==> src/rtl/ysyx_22050019_ifid_buf_pkg.sv <==
// Shared IF/ID definitions: NOP encoding, AXI response codes and the
// buffered fetch entry layout.
package ysyx_22050019_pkg;

  localparam int          XLEN     = 64;
  localparam logic [31:0] NOP_INST = 32'h00000013;

  localparam logic [1:0] RESP_OKAY   = 2'b00;
  localparam logic [1:0] RESP_EXOKAY = 2'b01;
  localparam logic [1:0] RESP_SLVERR = 2'b10;
  localparam logic [1:0] RESP_DECERR = 2'b11;

  typedef struct packed {
    logic [XLEN-1:0] pc;
    logic [31:0]     inst;
    logic            fault;
  } ifid_entry_t;

  // Any non-OKAY beat marks the instruction as an access fault.
  function automatic logic resp_fault(input logic [1:0] resp);
    return resp != RESP_OKAY;
  endfunction

endpackage

==> src/rtl/ysyx_22050019_ifid_buf_if.sv <==
// Fetch-side and decode-side signals of the IF/ID buffer, bundled so the
// buffer (slave) and its environment (master) share one declaration.
interface ysyx_22050019_ifid_buf_if #(
  parameter int PC_W = 64
);
  logic            ifu_valid_i;
  logic [PC_W-1:0] ifu_pc_i;
  logic [31:0]     ifu_inst_i;
  logic [1:0]      ifu_rresp_i;
  logic            pc_stall_o;
  logic            flush_i;
  logic            id_ready_i;
  logic            id_valid_o;
  logic [PC_W-1:0] id_pc_o;
  logic [31:0]     id_inst_o;
  logic            id_fault_o;
  logic            ovf_err_o;

  modport master (
    output ifu_valid_i, ifu_pc_i, ifu_inst_i, ifu_rresp_i, flush_i, id_ready_i,
    input  pc_stall_o, id_valid_o, id_pc_o, id_inst_o, id_fault_o, ovf_err_o
  );

  modport slave (
    input  ifu_valid_i, ifu_pc_i, ifu_inst_i, ifu_rresp_i, flush_i, id_ready_i,
    output pc_stall_o, id_valid_o, id_pc_o, id_inst_o, id_fault_o, ovf_err_o
  );
endinterface

==> src/rtl/ysyx_22050019_sync_fifo.sv <==
// Synchronous FIFO with flush; pointers wrap mod DEPTH (power of two).
// Storage is not reset: only the pointers and occupancy decide what is valid.
module ysyx_22050019_sync_fifo #(
  parameter int WIDTH = 8,
  parameter int DEPTH = 2
) (
  input  logic                     clk,
  input  logic                     rst_n,
  input  logic                     push,
  input  logic                     pop,
  input  logic                     flush,
  input  logic [WIDTH-1:0]         wdata,
  output logic [WIDTH-1:0]         rdata,
  output logic [$clog2(DEPTH):0]   count,
  output logic                     full,
  output logic                     empty
);
  localparam int PW = $clog2(DEPTH);
  localparam int CW = PW + 1;
  localparam logic [CW-1:0] DEPTH_C = CW'(DEPTH);

  logic [WIDTH-1:0] mem [DEPTH];
  logic [PW-1:0]    wr_ptr;
  logic [PW-1:0]    rd_ptr;
  logic             do_push;
  logic             do_pop;

  assign full    = (count == DEPTH_C);
  assign empty   = (count == '0);
  assign do_push = push & ~full & ~flush;
  assign do_pop  = pop & ~empty & ~flush;
  assign rdata   = mem[rd_ptr];

  always_ff @(posedge clk or negedge rst_n) begin
    if (!rst_n) begin
      wr_ptr <= '0;
      rd_ptr <= '0;
      count  <= '0;
    end else if (flush) begin
      wr_ptr <= '0;
      rd_ptr <= '0;
      count  <= '0;
    end else begin
      if (do_push) wr_ptr <= wr_ptr + 1'b1;
      if (do_pop)  rd_ptr <= rd_ptr + 1'b1;
      case ({do_push, do_pop})
        2'b10:   count <= count + 1'b1;
        2'b01:   count <= count - 1'b1;
        default: count <= count;
      endcase
    end
  end

  always_ff @(posedge clk) begin
    if (do_push) mem[wr_ptr] <= wdata;
  end

endmodule

==> src/rtl/ysyx_22050019_ifid_buf.sv <==
// IF->ID decoupling buffer: queues committed fetches, presents the head to
// decode (NOP when empty), back-pressures fetch and flushes on redirect.
module ysyx_22050019_ifid_buf #(
  parameter int          DEPTH    = 2,
  parameter int          PC_W     = 64,
  parameter logic [31:0] NOP_INST = 32'h00000013
) (
  input logic                    clk,
  input logic                    rst_n,
  ysyx_22050019_ifid_buf_if.slave bus
);
  import ysyx_22050019_pkg::ifid_entry_t;
  import ysyx_22050019_pkg::resp_fault;

  localparam int CW = $clog2(DEPTH) + 1;
  localparam int EW = $bits(ifid_entry_t);

  ifid_entry_t   wr_entry;
  ifid_entry_t   rd_entry;
  logic [CW-1:0] count;
  logic          full;
  logic          empty;
  logic          push;
  logic          pop;
  logic          ovf_err;

  assign push = bus.ifu_valid_i & ~full & ~bus.flush_i;
  assign pop  = ~empty & bus.id_ready_i & ~bus.flush_i;

  always_comb begin
    wr_entry               = '0;
    wr_entry.pc[PC_W-1:0]  = bus.ifu_pc_i;
    wr_entry.inst          = bus.ifu_inst_i;
    wr_entry.fault         = resp_fault(bus.ifu_rresp_i);
  end

  ysyx_22050019_sync_fifo #(
    .WIDTH (EW),
    .DEPTH (DEPTH)
  ) u_fifo (
    .clk   (clk),
    .rst_n (rst_n),
    .push  (push),
    .pop   (pop),
    .flush (bus.flush_i),
    .wdata (wr_entry),
    .rdata (rd_entry),
    .count (count),
    .full  (full),
    .empty (empty)
  );

  // Sticky until reset: a fetch arrived with nowhere to go.
  always_ff @(posedge clk or negedge rst_n) begin
    if (!rst_n) begin
      ovf_err <= 1'b0;
    end else if (bus.ifu_valid_i & full & ~bus.flush_i) begin
      ovf_err <= 1'b1;
    end
  end

  assign bus.pc_stall_o = full;
  assign bus.ovf_err_o  = ovf_err;
  assign bus.id_valid_o = (count != '0);
  assign bus.id_pc_o    = empty ? '0       : rd_entry.pc[PC_W-1:0];
  assign bus.id_inst_o  = empty ? NOP_INST : rd_entry.inst;
  assign bus.id_fault_o = empty ? 1'b0     : rd_entry.fault;

endmodule

==> src/flat_wrapper.sv <==
// flat-port wrapper written by rule: the top's interface ports become plain ports
module ysyx_22050019_ifid_buf_flat import ysyx_22050019_pkg::ifid_entry_t; import ysyx_22050019_pkg::resp_fault;
#(
  parameter int          DEPTH    = 2,
  parameter int          PC_W     = 64,
  parameter logic [31:0] NOP_INST = 32'h00000013
)
  (clk, rst_n, bus_ifu_valid_i, bus_ifu_pc_i, bus_ifu_inst_i, bus_ifu_rresp_i, bus_flush_i, bus_id_ready_i, bus_pc_stall_o, bus_id_valid_o, bus_id_pc_o, bus_id_inst_o, bus_id_fault_o, bus_ovf_err_o);
  ysyx_22050019_ifid_buf_if #(.PC_W(PC_W)) bus_i ();
  input logic clk;
  input logic rst_n;
  input wire logic [$bits(bus_i.ifu_valid_i)-1:0] bus_ifu_valid_i;
  input wire logic [$bits(bus_i.ifu_pc_i)-1:0] bus_ifu_pc_i;
  input wire logic [$bits(bus_i.ifu_inst_i)-1:0] bus_ifu_inst_i;
  input wire logic [$bits(bus_i.ifu_rresp_i)-1:0] bus_ifu_rresp_i;
  input wire logic [$bits(bus_i.flush_i)-1:0] bus_flush_i;
  input wire logic [$bits(bus_i.id_ready_i)-1:0] bus_id_ready_i;
  output wire logic [$bits(bus_i.pc_stall_o)-1:0] bus_pc_stall_o;
  output wire logic [$bits(bus_i.id_valid_o)-1:0] bus_id_valid_o;
  output wire logic [$bits(bus_i.id_pc_o)-1:0] bus_id_pc_o;
  output wire logic [$bits(bus_i.id_inst_o)-1:0] bus_id_inst_o;
  output wire logic [$bits(bus_i.id_fault_o)-1:0] bus_id_fault_o;
  output wire logic [$bits(bus_i.ovf_err_o)-1:0] bus_ovf_err_o;
  assign bus_i.ifu_valid_i = bus_ifu_valid_i;
  assign bus_i.ifu_pc_i = bus_ifu_pc_i;
  assign bus_i.ifu_inst_i = bus_ifu_inst_i;
  assign bus_i.ifu_rresp_i = bus_ifu_rresp_i;
  assign bus_i.flush_i = bus_flush_i;
  assign bus_i.id_ready_i = bus_id_ready_i;
  assign bus_pc_stall_o = bus_i.pc_stall_o;
  assign bus_id_valid_o = bus_i.id_valid_o;
  assign bus_id_pc_o = bus_i.id_pc_o;
  assign bus_id_inst_o = bus_i.id_inst_o;
  assign bus_id_fault_o = bus_i.id_fault_o;
  assign bus_ovf_err_o = bus_i.ovf_err_o;
  ysyx_22050019_ifid_buf #(.DEPTH(DEPTH), .PC_W(PC_W), .NOP_INST(NOP_INST)) u_core (.clk(clk), .rst_n(rst_n), .bus(bus_i));
endmodule
==> config.mk <==
export PLATFORM = sky130hd
export DESIGN_NAME = ysyx_22050019_ifid_buf_flat
export DESIGN_NICKNAME = d
export VERILOG_FILES = /design/src/rtl/ysyx_22050019_ifid_buf_pkg.sv /design/src/rtl/ysyx_22050019_ifid_buf_if.sv /design/src/rtl/ysyx_22050019_sync_fifo.sv /design/src/rtl/ysyx_22050019_ifid_buf.sv /design/src/flat_wrapper.sv
export SDC_FILE = /design/constraint.sdc
export NUM_CORES = 1
export LEC_CHECK = 0
export ABC_AREA = 1
export CORE_MARGIN = 3
export CORE_UTILIZATION = 34
export CTS_BUF_LIST = sky130_fd_sc_hd__clkbuf_4 sky130_fd_sc_hd__clkbuf_8
export DETAILED_ROUTE_END_ITERATION = 8
export DONT_BUFFER_PORTS = 1
export SETUP_SLACK_MARGIN = 0.2
export SYNTH_ARGS = -nofsm -noshare
export SYNTH_HDL_FRONTEND = slang
export SYNTH_SLANG_ARGS = --single-unit
==> constraint.sdc <==
create_clock -name clk -period 7.2 [get_ports clk]
set_clock_uncertainty 0.2 [all_clocks]
set_input_delay 1.08 -clock clk [delete_from_list [all_inputs] [get_ports clk]]
set_output_delay 1.08 -clock clk [all_outputs]
set_load 0.03 [all_outputs]
[Word-level counts from Yosys, hierarchy flattened]
Memory sizes are Yosys's and may differ from the RTL's.
Index checks and enable logic that the tools add are counted.
Cells by class
  eq/ne operators: 3
  bitwise logic cells: 13
  reductions and logical operators: 6
  add/subtract/negate cells: 4
  multiplexer cells: 11
Operators with widths (number)
  $mux W64: 1
  $mux W32: 1
  $and A1 B1 Y1: 10
  $reduce_bool A2 Y1: 4
  $mux W1: 7
  $eq A2 B2 Y1 const B: 2
  $pmux W2 S2: 1
  $not A1 Y1: 3
  $reduce_bool A3 Y1: 1
  $add A1 B1 Y1 const B: 2
  $add A2 B1 Y2 const B: 1
  $eq A2 B1 Y1 const B: 1
  $logic_not A2 Y1: 1
  $mux W2: 1
  $sub A2 B1 Y2 const B: 1
Word-level totals
  memories kept: 1
  memory bits (writable): 194
  bits in registers: 5
  logic and storage cells: 42
Memories
  u_core.u_fifo.mem: depth 2, bits a word 97, read ports 1, clocked after Yosys merged registers in 0, write ports 1, line ysyx_22050019_sync_fifo.sv:22  | logic [WIDTH-1:0] mem [DEPTH];

[Longest topological paths before layout]
Gate-level depths: netlist of the first run.
  depth after elaboration: 9
  mapped depth: 8
  mapped depth without buffers: 8

[Hierarchy]
From an unflattened synthesis of the first run, not the netlist that was laid out.
Second synthesis, totals
  cell total of the unflattened synthesis: 762
  area, all modules: 8200.4 µm²
Modules (own cells, without submodules)
  ysyx_22050019_sync_fifo: cells an instance 549, times used 1, sequential area each 5925.7 µm², area an instance 7327.0 µm²
  ysyx_22050019_ifid_buf: cells an instance 213, times used 1, sequential area each 25.0 µm², area an instance 873.3 µm²

[Worst setup path before layout of the first run]
Ideal clock, no wire load.
  path kind: input port to flip-flop
  from: in bus_flush_i
  to: mem u_core.u_fifo.mem[1][0] in the netlist's numbering, enable pin
  setup time: 0.554 ns
  arrival: 5.476 ns
  slack: 0.970 ns
  buffers on the path: 0
  stages: 5
  cell sequence: inv_2 nand2_1 nor2_1 inv_1 nor2_1
Between the ends
  longest elaborated chain between the ends: 6
Ends and longest elaborated chain
  start, declared: line flat_wrapper.sv:16  | input wire logic [$bits(bus_i.flush_i)-1:0] bus_flush_i;
  $not A1 Y1 (*): line ysyx_22050019_sync_fifo.sv:30, ysyx_22050019_ifid_buf.sv:27
  $and A1 B1 Y1: line ysyx_22050019_ifid_buf.sv:27  | assign push = bus.ifu_valid_i & ~full & ~bus.flush_i;
  $and A1 B1 Y1: line ysyx_22050019_sync_fifo.sv:30  | assign do_push = push & ~full & ~flush;
  $and A1 B1 Y1 (*): line ysyx_22050019_sync_fifo.sv:30
  $mux W1 (*): line ysyx_22050019_sync_fifo.sv:55  | if (do_push) mem[wr_ptr] <= wdata;
  $mux W1 (not written as such) (*): line ysyx_22050019_sync_fifo.sv:55
  end, declared: line ysyx_22050019_sync_fifo.sv:22
Every way passes the cells marked *; elsewhere a longest branch is shown, timed or not.

[Worst setup path in the final report of the first run]
  from: reg u_core.u_fifo.rd_ptr
  to: out bus_id_pc_o[23]
Between the ends
  longest elaborated chain between the ends: 2
Ends and longest elaborated chain
  start, declared: line ysyx_22050019_sync_fifo.sv:24  | logic [PW-1:0] rd_ptr;
  start signal, assigned: line ysyx_22050019_sync_fifo.sv:45  | if (do_pop) rd_ptr <= rd_ptr + 1'b1;
  $mem_v2 Z2 W97
  $mux W64: line ysyx_22050019_ifid_buf.sv:65  | assign bus.id_pc_o = empty ? '0 : rd_entry.pc[PC_W-1:0];
  end, declared: line flat_wrapper.sv:20  | output wire logic [$bits(bus_i.id_pc_o)-1:0] bus_id_pc_o;
Every way passes these cells.

==> out/metrics.yaml, run 1 <==
dieArea_mm2: 0.0242
cts.sinks: 199
max_slew_margin_pct: 31.9
worst_pin_slew_ns: 1.02
utilization_pct: 37.6
core_mm2: 0.0219
cts_resized: 0
grt.total_usage_pct: 13.1
hold_path.class: "primary input to async pin"
finalCriticalPeriod_ns: 4.34
syn-num-nets: 664
die_y_um: 155
cts_hold_buf: 0
start_kind: "flop"
post_cts_buffers: 0
portBuffers: 0
crit_arrival_ns: 3.06
regArea_mm2: 0.00595
cp.required_ns: 5.92
antenna_found_initial: 0
path_cells: "clkinv_2, buf_4, nand2_1, a21oi_1"
worstSetupStartpoint: "u_core.u_fifo.rd_ptr"
synth-seq-cells: 199
die-width_um: 155
initial_core_util_pct: 34.7
drtPass1Iterations: 4
syn2layout_area_growth_pct: 8.50
grt_pass1_wl_um: 24100
status: "complete, no violations"
layout.nets: 658
wirelength_um: 16200
via_per_inst: 4.93
ys_types: 24
cpPeakStageDelay_ns: 0.70
finalSetupTns_ns: 0
slowest_stage: "dfrtp_4"
p_leak_uw: 0.00277
r2r_slack_ns: 3.96
setup_ws_ns: 2.86
io_pins: 203
path_clk_slew_ns: 0.09
crit_path_max_fanout: 54
criticalPathCategory: "flop to output pin"
hpwl_um: 10300
grt_pass1_vias: 4173
drtIter0Drc: 278
clk_latency_ns: 0.44
end_kind: "output pin"
power-per-cell-area_mw_per_mm2: 284
antenna_cells: 0
fmax_ghz: 0.230
ys_seq_area_share_pct: 78.4
hold_viol_final: 0
grt_max_degree: 79
vias: 4179
num_rows: 54
fill_cells: 2070
htreeDepth: 4
rsz0062_at_grt: "no"
netlist_instances: 561
multiInputGateArea_mm2: 0.00143
ant_nets: 0
layout-drive-gt1-share_pct: 9.51
reg2reg_from: "u_core.u_fifo.count[1]"
cap_violations: 0
whs_ns: 0.124
clk_path_buf_depth: 2
dp_slack_ns: 3.24
gr-total-overflow: 0
setup_viol: 0
power_uw: 2340
drc: 0
final_max_slew_viol_count: 0
yosys_warnings: 0
cts_buffers: 17
avgSynthCellArea_um2: 13.5
place.gp.congestion: 0.729
finalCritPeriodShare_pct: 60.3
root_buffer: "clkbuf_8"
syn_area_mm2: 0.00759
wl_per_cell_um: 19.0
peakVddDrop_mv: 0.115
cts_tree: "yes"
==> cells in the mapped netlist, drive strengths merged <==
| cell type | instances | area [um2] |
|---|---|---|
| edfxtp | 194 | 5830 |
| clkbuf | 7 | 26.3 |
| or2 | 1 | 6.26 |
| inv | 7 | 26.3 |
| clkinv | 1 | 5.00 |
| nand3 | 6 | 42.5 |
| nor2 | 6 | 42.5 |
| o21bai | 2 | 15.0 |
| o21ai | 2 | 13.8 |
| dfrtp | 5 | 125 |
| nand2 | 209 | 805 |
| buf | 24 | 169 |
| nand4 | 1 | 6.26 |
| a21oi | 96 | 484 |
==> logic make-up after synthesis <==
family / count (synthesis) / synth area share (%)
AOI/OAI and AO/OA: 100 / 6.76
and+or+nand+nor: 223 / 11.9
DFF: 199 / 78.4
buffers and inverters: 39 / 2.98
==> state kept, by name, summed over array words and instances (netlist names) <==
signal and count:
u_core.u_fifo.mem 194, u_core.u_fifo.count 2, u_core.u_fifo.wr_ptr 1, u_core.u_fifo.rd_ptr 1
u_core.bus.ovf_err_o 1
==> report_power, final <==
group	internal, uW	switching [uW]	leakage (uW)
clock	391	377	0.000221
sequential	1320	22.2	0.00184
combinational	31.7	190	0.000702
==> through the flow <==
stage                     cells  area [um2]
after CTS                   848        8240
after floorplan             561        7590
final                       848        8240
after detailed placement    816        7810
after global placement      816        7810
after global routing        848        8240
==> cell usage in the layout, fill, tap and decap left out <==
master and instances:
bufinv_16 4, o21ai_2 1, nor2_4 4, clkbuf_8 17
nor2_1 1, nand3_4 1, or2_2 1, nand4_1 1
dfrtp_1 4, clkbuf_4 3, inv_1 4, inv_6 3
o21bai_1 2, nand3_1 5, a21oi_1 95, nand2_2 2
inv_2 3, buf_4 6, nand2_4 2, clkinv_1 2
a21oi_2 1, clkinv_4 1, dfrtp_4 1, edfxtp_1 194
o21ai_0 1, nor2_2 1, nand2_1 205, clkinv_2 3
==> final cells by class <==
cell class / instances / share of cell area [%]
clock buffer: 20 / 3.11
multi-input combinational: 323 / 17.3
tap: 280 / 4.25
timing repair buffer: 6 / 0.547
inverter: 8 / 0.380
sequential: 199 / 72.3
clock inverter: 12 / 2.10
==> critical path: cells and delay by family, from the launching register on <==
| kind | cells | cell delay, ns |
|---|---|---|
| buf+inv | 2 | 1.19 |
| flops | 1 | 0.70 |
| compound gates | 1 | 0.62 |
| simple gates | 1 | 0.10 |
==> final timing paths <==
path,endpoint,cells past startpoint
max in group asynchronous,u_core.u_fifo.rd_ptr,0
hold reg to reg,u_core.u_fifo.wr_ptr,2
setup reg to reg,u_core.u_fifo.mem[1][65],6
setup / recovery,bus_id_pc_o[23],4
hold / removal,u_core.u_fifo.wr_ptr,0
min in group clk,u_core.u_fifo.wr_ptr,2
==> layer usage <==
layer	vias up	routed length [um]	global-route usage, %
met5	-	0	0
met4	0	225	3.83
met3	13	1700	6.98
met2	136	7920	21.2
met1	2075	6300	15.1
li1	1955	-	-
(Power assumes the default switching activity.)
==> run 2, diff against run 1 <==
==> constraint.sdc (replaced) <==
create_clock -name clk -period 4.37 [get_ports clk]
set_clock_uncertainty 0.2 [all_clocks]
set_input_delay 0.6555 -clock clk [delete_from_list [all_inputs] [get_ports clk]]
set_output_delay 0.6555 -clock clk [all_outputs]
set_load 0.03 [all_outputs]
==> run 2 against run 1 <==
Combinational power increased by 71%. Final area increased by 0.58%. Via count decreased by 1.3%. Setup slack got worse by 1.9 ns.
==> out/metrics.yaml, run 2 (same netlist as run 1, synthesis figures left out) <==
crit_arrival_ns: 2.53  # -0.53 ns
cp_num_buf_inv: 1  # -1
cts_tree: "yes"
place.gp.congestion: 0.714  # -2.0%
antenna_cells: 0  # unchanged
io_pins: 203  # unchanged
worst_pin_slew_ns: 1.08  # +0.0621 ns
post_cts_buffers: 0  # unchanged
p_leak_uw: 0.00279  # +0.99%
grt.total_usage_pct: 13.1  # about the same
htreeDepth: 4  # unchanged
drtIter0Drc: 252  # -9.4%
r2r_slack_ns: 2.04  # -1.92 ns
initial_core_util_pct: 34.7  # unchanged
top_regs: "u_core.u_fifo.mem (194), u_core.u_fifo.count (2)"
layout_common_cells: "nand2_1 (205), edfxtp_1 (194), a21oi_1 (95), clkbuf_8 (17), buf_4 (9)"
largest_reg_flops: 194  # unchanged
finalSetupTns_ns: 0  # unchanged
layout-drive-gt1-share_pct: 10.5  # +0.96 points
cts.sinks: 199  # unchanged
vias: 4126  # -1.3%
hold_viol_final: 0  # unchanged
p_clk_share_pct: 32.1  # -0.8 points
cts_resized: 0  # unchanged
cts_hold_buf: 1  # +1
die_y_um: 155  # unchanged
power_uw: 3810  # +63%
max_slew_margin_pct: 27.9  # -4.0 points
criticalPathCategory: "flop to output pin"
power_frac_comb_pct: 10.0  # +0.5 points
gr-total-overflow: 0  # unchanged
grt_max_degree: 98  # +24%
grt_pass1_vias: 4218  # +1.1%
wl_per_cell_um: 18.4  # -3.3%
dieArea_mm2: 0.0242  # unchanged
wirelength_um: 15700  # -2.8%
slowest_stage: "buf_4"
hold_path.class: "primary input to flop"
setup_viol: 0  # unchanged
clk_latency_ns: 0.44  # about the same
whs_ns: 0.0911  # -0.0326 ns
peakVddDrop_mv: 0.195  # +70%
cp.required_ns: 3.51  # -2.41 ns
final_common_cell: "nand2_1"
portBuffers: 0  # unchanged
cpPeakStageDelay_ns: 0.77  # +0.07 ns
switching_share_pct: 26.9  # +1.6 points
rsz0062_at_grt: "no"
instances_no_fill: 853  # +0.59%
path_cells: "buf_4, nand2_1, a21oi_1"
crit_path_max_fanout: 97  # +80%
p_int_uw: 2780  # +59%
core_mm2: 0.0219  # unchanged
setup_ws_ns: 0.989  # -1.87 ns
root_buffer: "clkbuf_8"
cts_buffers: 17  # unchanged
antenna_found_initial: 0  # unchanged
p_seq_share_pct: 57.9  # +0.3 points
layout.nets: 663  # +0.76%
clk_path_buf_depth: 2  # unchanged
grt_pass1_wl_um: 24000  # -0.60%
fmax_ghz: 0.296
hpwl_um: 9910  # -3.6%
num_rows: 54  # unchanged
switchingPower_uw: 1020  # +74%
dp_slack_ns: 1.42  # -1.82 ns
drtPass1Iterations: 4  # unchanged
placedCellCount: 820  # +0.49%
power-per-cell-area_mw_per_mm2: 459  # +62%
status: "complete, no violations"
ant_nets: 0  # unchanged
via_per_inst: 4.84  # -1.8%
finalCritPeriodShare_pct: 77.4
end_kind: "output pin"
start_kind: "flop"
final_max_slew_viol_count: 0  # unchanged
die-width_um: 155  # unchanged
path_clk_slew_ns: 0.11  # +0.02 ns
drc: 0  # unchanged
syn2layout_area_growth_pct: 9.13
finalCriticalPeriod_ns: 3.38
cap_violations: 0  # unchanged
cp_top_family: "buffers and inverters"
regMostFlops: "u_core.u_fifo.mem"
[run 2: power groups by stage]
stage	Sequential (uW)	Combinational (uW)	Clock [uW]
finish	2210	380	1220
CTS	2210	389	1270
global route	2210	417	1350
global placement	2250	379	0
floorplan	2250	328	0
detailed placement	2250	386	0
[run 2: worst reg2reg max path: cells and delay by family (launching register included)]
kind,cells,cell delay (ns)
buf+inv,3,0.87
flops,1,0.48
simple gates,3,0.38
[run 2: path summary, 6_finish.rpt]
check | endpoint | depth (start not counted) | start
min in group asynchronous | u_core.bus.ovf_err_o | 1 | rst_n
min | u_core.u_fifo.mem[1][27] | 0 | bus_ifu_inst_i[26]
max | bus_id_inst_o[8] | 3 | u_core.u_fifo.rd_ptr
min reg2reg | u_core.u_fifo.wr_ptr | 2 | u_core.u_fifo.wr_ptr
max in group asynchronous | u_core.u_fifo.rd_ptr | 1 | rst_n
max reg2reg | u_core.u_fifo.mem[0][55] | 6 | u_core.u_fifo.count[1]
[run 2: layer usage]
layer | up-vias | wire, um | GRT usage, % | share of wire (%)
li1 | 1959 | - | - | -
met1 | 1990 | 5680 | 14.4 | 36
met2 | 153 | 7900 | 21.5 | 50
met3 | 24 | 1810 | 6.79 | 12
met4 | 0 | 315 | 5.04 | 2.0
met5 | - | 0 | 0 | 0
[run 2: cell type report]
cell class                 count  area [um2]
clock buffer                  18         241
multi-input combinational    323        1430
sequential                   199        5950
fill                        2078       13600
tap                          280         350
timing repair buffer          11        97.6
inverter                       8        31.3
clock inverter                14         183
[run 2: metrics by stage]
step	cell area, um2	util, %
finish	8290	37.8
global route	8290	37.8
CTS	8290	37.8
detailed placement	7850	35.9
global placement	7850	35.9
floorplan	7590	-
==> run 3, diff against run 2 <==
==> constraint.sdc (replaced) <==
create_clock -name clk -period 3.1 [get_ports clk]
set_clock_uncertainty 0.2 [all_clocks]
set_input_delay 0.465 -clock clk [delete_from_list [all_inputs] [get_ports clk]]
set_output_delay 0.465 -clock clk [all_outputs]
set_load 0.03 [all_outputs]
==> run 3 against run 2 <==
First-iteration DRC count down 9.9%. Clock-buffer cell count up 1. Critical path depth up 1. Largest power group unchanged. Largest cell class unchanged. Total power up 43%. Final cell count up 20%.
==> out/metrics.yaml, run 3 (same netlist as run 1, synthesis figures left out) <==
cp.required_ns: 2.43  # -1.08 ns
cp_top_family: "compound AO/OA/AOI/OAI gates"
slowest_stage: "a21oi_1"
cpPeakStageDelay_ns: 0.53  # -0.24 ns
grt_pass1_wl_um: 26600  # +11%
grt_pass1_vias: 5128  # +22%
max_slew_margin_pct: 49.4  # +22 points
power_uw: 5460  # +43%
die-width_um: 155  # unchanged
cts_tree: "yes"
place.gp.congestion: 0.763  # +6.7%
fmax_ghz: 0.365
rsz0062_at_grt: "no"
antenna_cells: 0  # unchanged
p_leak_uw: 0.00355  # +27%
die_y_um: 155  # unchanged
ant_nets: 0  # unchanged
worst_pin_slew_ns: 0.759  # -0.323 ns
gr-total-overflow: 0  # unchanged
crit_arrival_ns: 2.07  # -0.46 ns
drtIter0Drc: 227  # -9.9%
whs_ns: 0.101  # +0.0102 ns
largest_reg_flops: 194  # unchanged
final_common_cell: "nand2_1"
placedCellCount: 887  # +8.2%
hold_viol_final: 0  # unchanged
start_kind: "flop"
num_rows: 54  # unchanged
top_regs: "u_core.u_fifo.mem (194), u_core.u_fifo.count (2)"
dieArea_mm2: 0.0242  # unchanged
via_per_inst: 4.75  # -1.7%
criticalPathCategory: "flop to output pin"
layout-drive-gt1-share_pct: 20.5  # +10 points
cp_num_buf_inv: 2  # +1
hold_path.class: "primary input to flop"
crit_path_max_fanout: 24  # -75%
power-per-cell-area_mw_per_mm2: 552  # +20%
clk_latency_ns: 0.44  # about the same
path_depth: 4  # +1
status: "complete, no violations"
vias: 4854  # +18%
drc: 0  # unchanged
hpwl_um: 10300  # +3.7%
end_kind: "output pin"
min_path_cells: 3  # +3
layout_common_cells: "nand2_1 (205), edfxtp_1 (194), dlygate4sd3_1 (102), a21oi_1 (73), buf_4 (72)"
wirelength_um: 17100  # +9.1%
root_buffer: "clkbuf_8"
io_pins: 203  # unchanged
wl_per_cell_um: 16.8  # -8.9%
grt.total_usage_pct: 14.1  # +0.99 points
cts.sinks: 199  # unchanged
final_max_slew_viol_count: 0  # unchanged
finalCritPeriodShare_pct: 88.3
syn2layout_area_growth_pct: 30.2
initial_core_util_pct: 34.7  # unchanged
instances_no_fill: 1021  # +20%
path_clk_slew_ns: 0.10  # about the same
drtPass1Iterations: 4  # unchanged
antenna_found_initial: 0  # unchanged
finalSetupTns_ns: 0  # unchanged
setup_viol: 0  # unchanged
core_mm2: 0.0219  # unchanged
rr_worst_depth: 6  # unchanged
cts_buffers: 17  # unchanged
portBuffers: 0  # unchanged
finalCriticalPeriod_ns: 2.74
regMostFlops: "u_core.u_fifo.mem"
layout.nets: 831  # +25%
htreeDepth: 4  # unchanged
cap_violations: 0  # unchanged
peakVddDrop_mv: 0.299  # +54%
clk_path_buf_depth: 2  # unchanged
path_cells: "clkinv_2, buf_4, nand2_1, a21oi_1"
utilization_pct: 45.2  # +7.3 points
grt_max_degree: 98  # unchanged
-- run 3: cell count changes in the layout (fill, tap and decap cells not counted), moves of 2 or more --
cell	previous run	this run
clkbuf_8	17	19
bufinv_16	2	0
a21oi_2	1	23
dlygate4sd3_1	1	102
clkinv_2	1	3
buf_4	9	72
a21oi_1	95	73
buf_12	1	5
-- run 3: area by class of cell --
cell class / instances / area, um2
multi-input cells: 323 / 1510
fillers: 1981 / 12000
clock inverters: 13 / 113
repair buffers: 179 / 1660
inverters: 8 / 31.3
well taps: 280 / 350
clock buffers: 19 / 262
flip-flops and latches: 199 / 5960
-- run 3: tightest hold or removal path, stage by stage --
cell and delay [ns]:
nand2_2 0.07, nand2_1 0.11, o21bai_1 0.07
-- run 3: what timing repair did --
action / in CTS / in global routing
resized for setup: 0 / 22
hold buffers: 102 / 0
buffers inserted: 0 / 0
endpoints found under the setup margin: 0 / 22
endpoints found under the hold margin: 203 / 0
-- run 3: through the flow --
| step | area [um2] | worst slack, ns |
|---|---|---|
| 2_1_floorplan | 7610 | 0.207 |
| 3_3_place_gp | 8410 | 0.818 |
| 3_5_place_dp | 8410 | 0.764 |
| 4_1_cts | 9800 | 0.237 |
| 5_1_grt | 9890 | 0.217 |
| 6_report | 9890 | 0.364 |
-- run 3: final timing paths --
check                                  startpoint                       end  slack, ns
max                          u_core.u_fifo.rd_ptr           bus_id_pc_o[35]       0.36
min                               bus_ifu_valid_i      u_core.u_fifo.wr_ptr       0.10
max reg2reg                u_core.u_fifo.count[1]  u_core.u_fifo.mem[0][76]       0.90
min reg2reg                u_core.u_fifo.count[1]    u_core.u_fifo.count[1]       0.44
max in group asynchronous                   rst_n      u_core.u_fifo.rd_ptr       2.32
min in group asynchronous                   rst_n      u_core.bus.ovf_err_o       0.13
-- run 3: per-layer routing --
metal	GRT usage [%]	vias up	wire, um
li1	-	2301	-
met1	16.3	2373	6990
met2	24.5	156	8740
met5	0	-	0
met3	4.73	24	1120
met4	4.59	0	286
-- run 3: power by group --
part | total (uW) | switching [uW] | leakage (uW) | internal [uW]
combinational | 782 | 526 | 0.00152 | 256
clock | 1570 | 940 | 0.000193 | 627
sequential | 3110 | 39.1 | 0.00184 | 3070
total | 5460 | 1510 | 0.00355 | 3950
